**src/rtl/rx_controller.sv**
```systemverilog
// UART receive controller: decodes raw frames and stores {data, fe, pe} entries.
// Define ECAP5_WBUART_RX_FIFO_EN for 4-entry storage; otherwise a single holding register.
module rx_controller (
  input  logic        clk_i,
  input  logic        rst_i,
  input  logic [10:0] frame_i,
  input  logic        frame_valid_i,
  input  logic        cfg_ds_i,
  input  logic        cfg_pe_i,
  input  logic        cfg_ps_i,
  input  logic        rx_read_i,
  output logic [7:0]  rx_data_o,
  output logic        rx_fe_o,
  output logic        rx_pe_o,
  output logic        rx_rdy_o,
  output logic        rx_oe_o,
  output logic [2:0]  rx_count_o
);

`ifdef ECAP5_WBUART_RX_FIFO_EN
  localparam int unsigned DEPTH = 4;
  localparam int unsigned PTR_W = 2;
`else
  localparam int unsigned DEPTH = 1;
  localparam int unsigned PTR_W = 1;
`endif
  localparam logic [2:0]       DEPTH_C = 3'(DEPTH);
  localparam logic [PTR_W-1:0] LAST_C  = PTR_W'(DEPTH - 1);

  // ---------------------------------------------------------------------------
  // Decode stage
  // ---------------------------------------------------------------------------
  logic        dec_valid_q;
  logic [10:0] dec_frame_q;
  logic        dec_ds_q;
  logic        dec_pe_en_q;
  logic        dec_ps_q;

  always_ff @(posedge clk_i) begin
    if (rst_i) begin
      dec_valid_q <= 1'b0;
    end else begin
      dec_valid_q <= frame_valid_i;
    end
  end

  // NOTE: payload and storage registers carry no reset; a valid flag or the
  // entry count qualifies them, so their power-up contents are never observed.
  always_ff @(posedge clk_i) begin
    if (frame_valid_i) begin
      dec_frame_q <= frame_i;
      dec_ds_q    <= cfg_ds_i;
      dec_pe_en_q <= cfg_pe_i;
      dec_ps_q    <= cfg_ps_i;
    end
  end

  logic [1:0] start_idx;
  logic [9:0] shifted;
  logic [7:0] dec_data;
  logic       dec_par;
  logic       dec_fe;
  logic       dec_pe;

  // NOTE: every always_comb output gets a value on every path (here by
  // straight-line assignment), so no latch can be inferred.
  always_comb begin
    // Frame is right-aligned to bit 10; shorter frames start higher up.
    start_idx = 2'd2 - {1'b0, dec_ds_q} - {1'b0, dec_pe_en_q};
    shifted   = 10'(dec_frame_q >> start_idx);
    dec_data  = dec_ds_q ? shifted[8:1] : {1'b0, shifted[7:1]};
    dec_par   = dec_ds_q ? shifted[9] : shifted[8];
    dec_fe    = shifted[0] | ~dec_frame_q[10];
    dec_pe    = dec_pe_en_q & ((^dec_data ^ dec_par) != dec_ps_q);
  end

  // ---------------------------------------------------------------------------
  // Store stage
  // ---------------------------------------------------------------------------
  logic [9:0]       mem [2**PTR_W];
  logic [PTR_W-1:0] rd_ptr_q;
  logic [PTR_W-1:0] wr_ptr_q;
  logic [2:0]       count_q;
  logic             oe_q;

  logic empty;
  logic full;
  logic pop;
  logic push;
  logic overrun;

  function automatic logic [PTR_W-1:0] ptr_inc(input logic [PTR_W-1:0] p);
    return (p == LAST_C) ? '0 : p + PTR_W'(1);
  endfunction

  always_comb begin
    empty   = (count_q == 3'd0);
    full    = (count_q == DEPTH_C);
    pop     = rx_read_i & ~empty;
    // A pop in the same cycle frees the slot, so a full store still lands.
    push    = dec_valid_q & (~full | pop);
    overrun = dec_valid_q & full & ~pop;
  end

  always_ff @(posedge clk_i) begin
    if (rst_i) begin
      rd_ptr_q <= '0;
      wr_ptr_q <= '0;
      count_q  <= 3'd0;
      oe_q     <= 1'b0;
    end else begin
      if (push) wr_ptr_q <= ptr_inc(wr_ptr_q);
      if (pop)  rd_ptr_q <= ptr_inc(rd_ptr_q);
      case ({push, pop})
        2'b10:   count_q <= count_q + 3'd1;
        2'b01:   count_q <= count_q - 3'd1;
        default: count_q <= count_q;
      endcase
      // Set wins over the clear from an accepted read.
      if (overrun)  oe_q <= 1'b1;
      else if (pop) oe_q <= 1'b0;
    end
  end

  always_ff @(posedge clk_i) begin
    if (!rst_i && push) begin
      mem[wr_ptr_q] <= {dec_data, dec_fe, dec_pe};
    end
  end

  logic [9:0] head;

  always_comb begin
    head = empty ? 10'd0 : mem[rd_ptr_q];
  end

  assign rx_data_o  = head[9:2];
  assign rx_fe_o    = head[1];
  assign rx_pe_o    = head[0];
  assign rx_rdy_o   = ~empty;
  assign rx_oe_o    = oe_q;
  assign rx_count_o = count_q;

endmodule
```
**config.mk**
```make
export PLATFORM = sky130hd
export DESIGN_NAME = rx_controller
export DESIGN_NICKNAME = d
export VERILOG_FILES = /design/src/rtl/rx_controller.sv
export SDC_FILE = /design/constraint.sdc
export NUM_CORES = 1
export LEC_CHECK = 0
export BUFFER_PORTS_ARGS = -buffer_cell sky130_fd_sc_hd__buf_2
export CELL_PAD_IN_SITES_DETAIL_PLACEMENT = 1
export CELL_PAD_IN_SITES_GLOBAL_PLACEMENT = 1
export CORE_MARGIN = 2
export CORE_UTILIZATION = 31
export DETAILED_ROUTE_END_ITERATION = 8
export PLACE_DENSITY_LB_ADDON = 0.1
export SETUP_SLACK_MARGIN = 0.3
export SLEW_MARGIN = 20
export SYNTH_ARGS = -nofsm -noshare
export SYNTH_HDL_FRONTEND = slang
export SYNTH_SLANG_ARGS = --single-unit
export TNS_END_PERCENT = 100
```
**constraint.sdc**
```tcl
create_clock -name clk_i -period 2.8 [get_ports clk_i]
set_clock_uncertainty 0.2 [all_clocks]
set_input_delay 0 -clock clk_i [delete_from_list [all_inputs] [get_ports clk_i]]
set_output_delay 0 -clock clk_i [all_outputs]
set_load 0.03 [all_outputs]
```
* After elaboration in Yosys (flattened, before gate mapping)
Memory sizes are Yosys's and may differ from the RTL's. A register that Yosys moved wholly into a read port is not among the register bits.
Index checks and enable logic that the tools add are counted.
Widths: inputs -> output; s select.
** Word-level totals
- Bits in registers :: 21
- Latch bits :: 0
- Memory bits (writable) :: 20
- Bits in read-only memories :: 0
- Bits of input ports :: 18
- Word-level logic and storage cells :: 51
- Memories kept :: 1
** Memory list
- mem :: words 2, bits a word 10, read ports 1, clocked after memory_dff 1, write ports 1, RTL line 80 : logic [9:0] mem [2**PTR_W];
** Cells by class
- Add/sub/neg operators :: 6
- Multiply operators :: 0
- Divide/modulo/power cells :: 0
- $lt $le $gt $ge :: 0
- Equality and inequality tests :: 4
- Shift operators :: 1
- Muxes and demuxes :: 12
- Bitwise operators :: 12
- Reduce and logical (&&, ||, !) cells :: 6
** Operator list (number)
- $shr 11x2->10 :: 1
- $mux 10 :: 1
- $mux 1 :: 9
- $mux 8 :: 1
- $reduce_xor 8->1 :: 1
- $pmux 3 s2 :: 1
- $and 1x1->1 :: 5
- $not 1->1 :: 4
- $reduce_bool 2->1 :: 2
- $add 3x1->3 const B :: 1
- $eq 3x1->1 const B :: 1
- $logic_not 3->1 :: 1
- $sub 3x1->3 const B :: 1
- $add 1x1->1 const B :: 2
- $eq 2x1->1 const B :: 1
- $eq 2x2->1 const B :: 1
- $or 1x1->1 :: 2
- $sub 2x1->2 :: 1
- $sub 2x1->2 const A :: 1
- $logic_and 1x1->1 :: 1
- $logic_not 1->1 :: 1
- $ne 1x1->1 :: 1
- $xor 1x1->1 :: 1

* Longest topological paths before layout
- Depth after elaboration :: 8
- Depth in mapped cells :: 8
- Depth with buffers taken out :: 7

* Worst setup path after synthesis
Ideal clock, no wire load.
- Path kind :: flip-flop to flip-flop
- Start point :: reg dec_ds_q
- End point :: mem mem[0][0], data pin
- Data arrival time :: 2.118 ns
- Setup slack :: 0.343 ns
- Stages on the path, launching flop included :: 8
- Path buffers :: 0
- Path through :: edfxtp_1 > inv_1 > ha_1 > mux4_1 > xnor2_1 > xnor2_1 > xnor3_1 > nor2_1
** On the way
- Longest elaborated chain between the ends :: 8
- Elaborated cells between the ends (all ways) :: 9
- Those cells by class :: add/sub: 2; eq/ne: 1; shift: 1; mux: 2; bitwise: 2; reduce/logical: 1
** Ends and longest elaborated chain
- start: declaration :: RTL line 35 : logic dec_ds_q;
- start signal: assignment :: RTL line 52 : dec_ds_q <= cfg_ds_i;
- $sub 2x1->2 (2 in series) :: RTL line 69 : start_idx = 2'd2 - {1'b0, dec_ds_q} - {1'b0, dec_pe_en_q};
- $shr 11x2->10 :: RTL line 70 : shifted = 10'(dec_frame_q >> start_idx);
- $mux 8 :: RTL line 71 : dec_data = dec_ds_q ? shifted[8:1] : {1'b0, shifted[7:1]};
- named net dec_data[4] :: RTL line 60 : logic [7:0] dec_data;
- $reduce_xor 8->1 :: RTL line 74 : dec_pe = dec_pe_en_q & ((^dec_data ^ dec_par) != dec_ps_q);
- $xor 1x1->1 :: RTL line 74
- $ne 1x1->1 :: RTL line 74
- $and 1x1->1 :: RTL line 74
- named net dec_pe :: RTL line 63 : logic dec_pe;
- end: declaration :: RTL line 80
The timed path passes the listed nets, and every way through them passes these cells.

* Worst setup path after layout
Ends and elaborated chain as after synthesis.

==> impl_metrics.yaml <==
outcome:
  status: "finished clean"
critical_path:
  path_cells: "inv_1 -> ha_4 -> mux4_2 -> xnor2_2 -> xnor2_2 -> xnor3_1 -> nor2_1"
  cp.arrival_ps: 2370
  start_kind: "flip-flop"
  r2r_cells: 7
  slowest_delay_ps: 550
  ff2ff_setup_slack_ps: 370
  crit_path_start: "dec_ds_q$_DFFE_PP_"
  worstSetupEndpointType: "flip-flop"
  critPathMaxFanout: 5
  slowest_stage: "mux4_2"
  critPathRequiredTime_ps: 2740
  path_buf_inv: 1
  cp_top_family: "XOR/XNOR gates"
  critPathKind: "reg2reg"
  r2r-end: "mem[0][0]$_DFFE_PP_"
  cp_common_cell: "xnor2_2"
  regToRegStartpoint: "dec_ds_q$_DFFE_PP_"
sta:
  worst_pin_slew_ps: 434.1
  fin_crit_ps: 2432
  slew_violations: 0
  fin_ws_ps: 367.6
  totalNegativeSetupSlack_ps: 0
  max_freq_mhz: 411.1
  hold_violations: 0
  fin_crit_sh_pct: 86.87
  setup_viol: 0
  rsz0062_at_grt: "false"
  slew_headroom_pct: 71.06
route:
  routed_via_density: 4.732
  first_pass_iters: 4
  drtIter0Drc: 26
  routedWlPerCell_um: 13.59
  totalWireLength_mm: 2.989
  post-route-drc-count: 0
  vias: 1041
  final_antenna_net_count: 0
min_path:
  hold_depth: 2
  hold_path_class: "in2reg"
  min_to: "dec_frame_q[1]$_DFFE_PP_"
  min_from: "frame_i[1]"
final_layout:
  drive_above_1_share_pct: 36.75
  fin_nets: 188
  n_antenna_cell: 0
  final_cells: 220
  area_growth_pct: 36.11
synthesis:
  synth_warnings: 0
  synth_top_area_share_pct: 47.92
  synth.largest_area_cell: "edfxtp_1"
  yosysUniqueCellTypes: 34
  netlist_instances: 107
  synthTopCellsByArea: "edfxtp_1, mux4_2, dfxtp_1, mux4_1, and2_1"
  ys_seq_area_share_pct: 54.58
  ys_ff_latch: 29
  syn-num-nets: 130
  syn_area_per_cell_um2: 14.06
  synth_area_um2: 1504
power_and_ir_drop:
  powerDensity_nw_per_um2: 776.7
  p_leak_nw: 0.8385
  peakVddDrop_mv: 0.3284
global_routing:
  gr-total-overflow: 0
  grt_usage_pct: 12.29
  grt_max_degree: 16
  grt_pass1_wl_mm: 4.954
  grt_pass1_vias: 1051
  antenna_found_initial: 0
clocking:
  tritoncts: "yes"
  cts-htree-levels: 2
  cts.sink_count: 29
  cts_buffer_depth: 2
  numCtsBuffers: 5
  cts.clk_slew.worst_paths_ps: 60
  clock_latency_ps: 280
  cts_root_buf: "clkbuf_8"
flow_run:
  drv_cap: 0
floorplan:
  coreArea_um2: 4692
  die_area_um2: 5424
  num_io_pins: 33
  die_x_um: 73.65
  start_util_pct: 32.05
  num_rows: 25
  die_h_um: 73.65
place:
  dp.cells: 191
  dp_slack_ps: 41.02
  dp_hpwl_mm: 2.250
  port_buffers: 32
  gp_congestion: 0.7806
==> power breakdown <==
group          switching (mW)  internal [mW]  leakage, nW
registers              0.0352          0.526        0.270
logic                   0.402          0.304        0.524
clock network           0.151          0.172       0.0450
==> flip-flops by register name (all words and copies together), names as in the netlist <==
| name | flops |
|---|---|
| rx_count_o | 3 |
| mem | 10 |
| dec_pe_en_q | 1 |
| dec_ds_q | 1 |
| rx_oe_o | 1 |
| dec_valid_q | 1 |
| dec_frame_q | 11 |
| dec_ps_q | 1 |
==> worst max-delay path by stage <==
| stage | end | slack [ps] | cells past startpoint |
|---|---|---|---|
| after floorplan | mem[0][0]$_DFFE_PP_ | 340 | 7 |
| after global placement | mem[0][0]$_DFFE_PP_ | 160 | 7 |
| after detailed placement | mem[0][0]$_DFFE_PP_ | 40 | 7 |
| after CTS | mem[0][0]$_DFFE_PP_ | 300 | 8 |
| after global routing | mem[0][0]$_DFFE_PP_ | 290 | 7 |
| final | mem[0][0]$_DFFE_PP_ | 370 | 7 |
==> logic make-up after synthesis <==
family | count (synthesis) | share of synthesized area [%]
xor gates and xnor gates | 8 | 6.073
AOI/OAI and AO/OA | 14 | 6.324
DFF | 29 | 54.58
adders and majority gates | 5 | 4.160
muxes | 9 | 13.39
buffers and inverters | 10 | 3.078
and+or+nand+nor | 32 | 12.40
==> area by class of cell <==
cell class	instances	area (µm²)
multi-input combinational	68	671.9
fill	493	2645
timing repair buffer	55	381.6
sequential	29	820.8
tap	54	67.56
clock inverter	2	10.01
clock buffer	6	72.57
inverter	6	22.52
==> layout by cell type, fill, tap and decap left out, drive strengths merged, types with 2 or more instances in the layout <==
| master | synthesis | layout |
|---|---|---|
| o21ai | 2 | 2 |
| clkbuf | 2 | 6 |
| nor2 | 5 | 5 |
| ha | 5 | 5 |
| and2 | 11 | 11 |
| mux4 | 8 | 8 |
| inv | 6 | 6 |
| nor2b | 2 | 2 |
| clkinv | 0 | 2 |
| nand2b | 2 | 2 |
| nor3 | 2 | 2 |
| dlygate4sd3 | 0 | 18 |
| a21oi | 4 | 4 |
| xnor2 | 7 | 7 |
| edfxtp | 24 | 24 |
| buf | 2 | 37 |
| and3b | 2 | 2 |
| dfxtp | 5 | 5 |
| nand2 | 4 | 4 |
==> per-stage QoR <==
step	utilization [%]	instance area [µm²]	power, mW	hold slack (ps)
after floorplan	-	1504	1.066	-128.4
after global placement	36.72	1723	1.212	-23.65
after detailed placement	36.72	1723	1.229	-21.18
after CTS	42.75	2006	1.591	217.0
after global routing	43.63	2047	1.689	223.7
final	43.63	2047	1.590	228.9
==> cell usage after synthesis (all sizes together) <==
| cell type | count |
|---|---|
| a21bo | 1 |
| a21boi | 1 |
| a21oi | 4 |
| a221oi | 1 |
| a311oi | 1 |
| a31o | 1 |
| a31oi | 1 |
| and2 | 11 |
| and3 | 1 |
| and3b | 2 |
| buf | 2 |
| clkbuf | 2 |
| dfxtp | 5 |
| edfxtp | 24 |
| ha | 5 |
| inv | 6 |
| mux2i | 1 |
| mux4 | 8 |
| nand2 | 4 |
| nand2b | 2 |
| nand3b | 1 |
| nand4b | 1 |
| nor2 | 5 |
| nor2b | 2 |
| nor3 | 2 |
| nor3b | 1 |
| o21ai | 2 |
| o22ai | 1 |
| o32ai | 1 |
| xnor2 | 7 |
| xnor3 | 1 |
==> per-layer routing <==
layer  track usage (%)  vias to the layer above  part of all wire [%]
met5                 0                        -                     0
met4             4.848                        0                  0.84
met3             4.115                        4                   4.9
met2             19.05                       28                    48
met1             15.85                      495                    47
li1                  -                      514                     -
==> repair_timing <==
item	in CTS	in global routing
gates resized for setup	5	5
pin swaps	1	3
setup buffers	1	2
endpoints found under the hold margin	33	0
hold buffers	18	0
setup endpoints to repair	1	1
(Power assumes the default switching activity.)
